`config.mk`:
```
export PLATFORM = sky130hd
export DESIGN_NAME = eth_crc32_byte_flat
export DESIGN_NICKNAME = d
export VERILOG_FILES = /design/src/rtl/eth_crc32_byte_if.sv /design/src/rtl/eth_crc32_byte.sv /design/src/flat_wrapper.sv
export SDC_FILE = /design/constraint.sdc
export NUM_CORES = 1
export LEC_CHECK = 0
export ABC_CLOCK_PERIOD_IN_PS = 2400
export BUFFER_PORTS_ARGS = -buffer_cell sky130_fd_sc_hd__buf_2
export CAP_MARGIN = 20
export CORE_ASPECT_RATIO = 0.9
export CORE_MARGIN = 4
export CORE_UTILIZATION = 55
export DETAILED_ROUTE_END_ITERATION = 8
export HOLD_SLACK_MARGIN = 0.06
export PLACE_DENSITY_LB_ADDON = 0.1
export SLEW_MARGIN = 40
export SYNTH_ARGS = -nofsm -noshare
export SYNTH_HDL_FRONTEND = slang
export SYNTH_SLANG_ARGS = --single-unit
```
`constraint.sdc`:
```
create_clock -name clk -period 2.4 [get_ports clk]
set_clock_uncertainty 0.2 [all_clocks]
set_input_delay 0.36 -clock clk [delete_from_list [all_inputs] [get_ports clk]]
set_output_delay 0.36 -clock clk [all_outputs]
set_load 0.02 [all_outputs]
```
`src/rtl/eth_crc32_byte_if.sv`:
```
// Byte-serial CRC-32 bus: octet stream in, FCS-ordered CRC view out.
interface eth_crc32_byte_if;
    logic        updatecrc;
    logic [7:0]  data;
    logic [31:0] result;

    modport master (
        output updatecrc,
        output data,
        input  result
    );

    modport slave (
        input  updatecrc,
        input  data,
        output result
    );
endinterface

```
`src/rtl/eth_crc32_byte.sv`:
```
// Byte-serial Ethernet CRC-32 generator: folds one octet per clock into a
// reflected CRC state and exposes the complemented, FCS-ordered value.
module eth_crc32_byte #(
    parameter logic [31:0] INIT      = 32'hFFFF_FFFF,
    parameter logic [31:0] POLY_REFL = 32'hEDB8_8320,
    parameter logic [31:0] XOROUT    = 32'hFFFF_FFFF,
    parameter bit          SWAP_OUT  = 1'b1
) (
    input  logic              clk,
    input  logic              rst,
    eth_crc32_byte_if.slave   bus_io
);

    logic [31:0] crc_q;
    logic [31:0] crc_d;
    logic [31:0] crc_x;

    function automatic logic [31:0] step8(input logic [31:0] x);
        logic [31:0] c;
        c = x;
        for (int i = 0; i < 8; i++) begin
            c = c[0] ? ((c >> 1) ^ POLY_REFL) : (c >> 1);
        end
        return c;
    endfunction

    // Data only reaches the state through the updatecrc mux, so X on an idle
    // data bus never propagates into crc_q.
    always_comb begin
        crc_d = crc_q;
        if (bus_io.updatecrc) begin
            crc_d = step8(crc_q ^ {24'h0, bus_io.data});
        end
    end

    always_ff @(posedge clk) begin
        if (!rst) begin
            crc_q <= INIT;
        end else begin
            crc_q <= crc_d;
        end
    end

    always_comb begin
        crc_x = crc_q ^ XOROUT;
        if (SWAP_OUT) begin
            bus_io.result = {crc_x[7:0], crc_x[15:8], crc_x[23:16], crc_x[31:24]};
        end else begin
            bus_io.result = crc_x;
        end
    end

endmodule

```
`src/flat_wrapper.sv`:
```
// flat-port wrapper written by rule: the top's interface ports become plain ports
module eth_crc32_byte_flat 
#(
    parameter logic [31:0] INIT      = 32'hFFFF_FFFF,
    parameter logic [31:0] POLY_REFL = 32'hEDB8_8320,
    parameter logic [31:0] XOROUT    = 32'hFFFF_FFFF,
    parameter bit          SWAP_OUT  = 1'b1
)
  (clk, rst, bus_io_updatecrc, bus_io_data, bus_io_result);
  eth_crc32_byte_if bus_io_i ();
  input  logic clk;
  input  logic rst;
  input wire logic [$bits(bus_io_i.updatecrc)-1:0] bus_io_updatecrc;
  input wire logic [$bits(bus_io_i.data)-1:0] bus_io_data;
  output wire logic [$bits(bus_io_i.result)-1:0] bus_io_result;
  assign bus_io_i.updatecrc = bus_io_updatecrc;
  assign bus_io_i.data = bus_io_data;
  assign bus_io_result = bus_io_i.result;
  eth_crc32_byte #(.INIT(INIT), .POLY_REFL(POLY_REFL), .XOROUT(XOROUT), .SWAP_OUT(SWAP_OUT)) u_core (.clk(clk), .rst(rst), .bus_io(bus_io_i));
endmodule
```
* Word level (Yosys, flattened, before mapping)
Cells that the tools add are included.
Widths: inputs -> output; s select.
** Word-level totals
- Output and inout bits :: 32
- Register bits after elaboration :: 32
- Bits of input ports :: 11
- Logic and storage cells :: 19
** Cells by class
- Bitwise gates (word level) :: 10
- Multiplexer cells :: 8
** Operators by type and width (number)
- $mux 32 :: 8
- $not 13->14 :: 8
- $not 32->32 :: 1
- $xor 32x8->32 :: 1

* Longest topological paths before layout
- Word-level depth :: 17
- Gate-level depth with buffers :: 5

* Worst setup path before layout
No wires, ideal clock.
- Kind :: register to register
- Start point :: reg u_core.crc_q[0]
- End point :: reg u_core.crc_q[20]
- Clock period less this slack :: 1.997 ns
- Data required time :: 2.131 ns
- Path buffers :: 0
- Data arrival time :: 1.728 ns
- Path slack :: 0.403 ns
- Stages on the path, launching flop included :: 6
- Cells stage by stage :: dfxtp_1 xor2_2 xnor3_2 xor2_1 xnor3_1 o21ai_1
** Between the ends
- Cells in the longest elaborated chain, start to end :: 14
** RTL lines
- start, declared :: line eth_crc32_byte.sv:14 : logic [31:0] crc_q;
- start signal, assigned :: line eth_crc32_byte.sv:40 : crc_q <= crc_d;
- $xor 32x8->32 (*) :: line eth_crc32_byte.sv:32 : crc_d = step8(crc_q ^ {24'h0, bus_io.data});
- $mux 32 (*) :: line eth_crc32_byte.sv:22 : c = c[0] ? ((c >> 1) ^ POLY_REFL) : (c >> 1);
- $not 13->14 (no line)
- $mux 32 (*) (2 in series) :: line eth_crc32_byte.sv:22
- $not 13->14 (no line)
- $mux 32 (*) :: line eth_crc32_byte.sv:22
- $not 13->14 (no line)
- $mux 32 (*) (2 in series) :: line eth_crc32_byte.sv:22
- $not 13->14 (no line)
- $mux 32 (*) :: line eth_crc32_byte.sv:22
- $not 13->14 (no line)
- $mux 32 (*) :: line eth_crc32_byte.sv:22
Every way passes the cells marked *; elsewhere a longest branch is shown, timed or not.
A chain may end at the register's enable or synchronous reset.

* Worst setup path in the final report
- Start point :: reg u_core.crc_q[0]
- End point :: reg u_core.crc_q[23]
Same word-level chain as after synthesis.

==> metrics.yaml <==
floorplan:
  dieArea_um2: 4850
  core_um2: 3500
  rows: 20
  io_pins: 43
  fp.dieW_um: 72.9
  start_util_pct: 59.6
  die_h_um: 66.4
routing:
  vias: 1460
  routedWlPerCell_um: 14.0
  firstDrtPassIters: 4
  drc: 0
  via_per_inst: 4.82
  ant_nets: 0
  drt_iter0_drc: 57
  wl_mm: 4.24
synthesis:
  synthTopCellsByCount: "xnor2_1 (39), inv_1 (34), dfxtp_1 (32)"
  syn_inst: 211
  synth_edf_count: 0
  netlist_area_um2: 2090
  synth_cell_types: 20
  async_flop_share_pct: 0
  yosysMostFrequentCell: "xnor2_1"
  synth.area.top_cells: "dfxtp_1 (31%), xnor2_1 (16%), xnor2_4 (11%)"
  yosysTopAreaCell: "dfxtp_1"
  synth_area_per_cell_um2: 9.89
  yosys_warnings: 0
  synthFlopType: "dfxtp_1"
  synthesis.nets: 222
  yosysSeqAreaShare_pct: 30.7
  netlist.area_leader.share_pct: 30.7
  synth_seq_cells: 32
worst_setup_path:
  end_kind: "register"
  crit_path_max_incr_delay_ns: 0.51
  ff2ff_path_depth: 5
  critical_path_arrival_ns: 2.14
  timing.critical_path.cells: "xor2_2, xnor3_2, xor2_1, xnor3_1, o21ai_1"
  critPathMaxFanout: 4
  start_kind: "register"
  reg2reg_to: "u_core.crc_q[23]"
  worstSetupPathType: "register to register"
  reg2reg_from: "u_core.crc_q[0]"
  crit_slowest_cell: "xnor3_2"
  reg2reg_slack_ns: 0.28
  cp.required_ns: 2.42
global_routing:
  grt_pass1_wl_mm: 7.14
  grt_overflow: 0
  antenna_found_initial: 0
  grt_max_degree: 45
  grt_pass1_vias: 1413
  grt.total_usage_pct: 20.2
clock_network:
  cts_resized: 0
  cts_setup_buffers: 0
  cts_buffer_depth: 2
  numCtsBuffers: 5
  htreeDepth: 2
  cts_tree: "done"
  clk_latency_ns: 0.29
  cts-root-buf: "clkbuf_8"
  clk_pin_slew_ns: 0.06
  hold_buffers: 0
  clock_sinks: 32
timing:
  worst_pin_slew_ns: 0.548
  hold_viol: 0
  setup_tns_ns: 0
  report.final.slew_viol_count: 0
  fmax_mhz: 471
  fin_crit_ns: 2.12
  post-route-period-util_pct: 88.4
  rsz0062_at_grt: "false"
  setup_viol: 0
  maxSlewHeadroom_pct: 63.4
power_and_ir_drop:
  ir_worst_vdd_mv: 0.850
  p_per_area_nw_per_um2: 1590
  p_leak_nw: 1.28
  finalPower_w: 0.00392
worst_hold_path:
  min_to: "u_core.crc_q[31]"
  holdCritPathClass: "input pin to register"
  min_from: "rst"
  min_path_cells: 2
finish:
  diodes: 0
  top_regs: "u_core.crc_q: 32 flops"
  area_growth_pct: 18.1
  drive_gt1_share_pct: 29.3
  stdcell_area_um2: 2460
  nFillCells: 286
  top_register: "u_core.crc_q"
  largest_reg_flops: 32
  design.final.nets: 269
place:
  dpl_cell_area_um2: 2370
  gp_congestion: 0.776
  io_buffers: 42
  dpl.hpwl_mm: 3.12
run:
  max_cap_violations: 0
status:
  status: "complete, no violations"
per-stage QoR:
step                instances  util, %  setup WS [ns]  hold WS [ns]
global route              303     70.4          0.109         0.217
floorplan                 211        -          0.403         0.239
global placement          295     67.8          0.277         0.256
finish                    303     70.4          0.279         0.185
detailed placement        295     67.8          0.258         0.258
CTS                       303     70.4          0.271         0.184
cell type report:
class	count	area, µm²	area share [%]
Multi-Input combinational cell	135	1280	52.0
Timing Repair Buffer	50	270	11.0
Inverter	34	128	5.18
Tap cell	44	55.1	2.23
Clock buffer	8	90.1	3.65
Sequential cell	32	641	26.0
per-layer routing:
layer / share of wire (%) / vias up / wire length [µm] / track usage, %
li1: - / 761 / - / -
met1: 48 / 659 / 2030 / 26.7
met2: 45 / 30 / 1920 / 31.4
met3: 4.7 / 10 / 201 / 4.26
met4: 2.0 / 0 / 85 / 8.99
met5: 0 / - / 0 / 0
cells in the final DEF (no fill, tap or decap), types with 3 or more instances in the layout:
cell type,instances
xor2_1,5
xnor2_2,6
xnor2_1,39
xnor3_1,5
nor2_1,4
buf_4,8
buf_2,42
a21oi_1,3
nand2_1,28
o21ai_1,3
o211ai_1,25
xnor2_4,8
dfxtp_1,32
clkbuf_8,6
inv_1,34
how the worst max path moves through the flow:
| stage | from | endpoint | slack [ns] | depth (start not counted) |
|---|---|---|---|---|
| 2_1_floorplan | u_core.crc_q[0] | u_core.crc_q[20] | 0.40 | 5 |
| 6_report | u_core.crc_q[0] | u_core.crc_q[23] | 0.28 | 5 |
| 3_3_place_gp | bus_io_data[1] | u_core.crc_q[20] | 0.28 | 6 |
| 4_1_cts | u_core.crc_q[0] | u_core.crc_q[23] | 0.27 | 5 |
| 5_1_grt | u_core.crc_q[0] | u_core.crc_q[20] | 0.11 | 5 |
| 3_5_place_dp | bus_io_data[1] | u_core.crc_q[20] | 0.26 | 6 |
report_power, final:
part	switching [W]	leakage (nW)	internal, W	total [W]
Sequential	0.000149	0.267	0.000716	0.000865
Clock	0.000195	0.0455	0.000234	0.000429
Combinational	0.00131	0.967	0.00132	0.00262
cells by family (layout without fill, tap and decap cells):
logic type	count (synthesis)	after routing	share of synthesized area [%]
XOR/XNOR	67	67	42.9
buffers and inverters	44	92	7.91
AO/OA/AOI/OAI	35	35	12.2
AND/OR/NAND/NOR	33	33	6.23
flip-flops	32	32	30.7
critical path, delay by kind of cell, from the launching register on:
family         cells  cell delay [ns]
XOR/XNOR           4             1.24
AO/OA/AOI/OAI      1             0.12
flip-flops         1             0.49
Note: power is estimated with default switching activity, not from simulation.
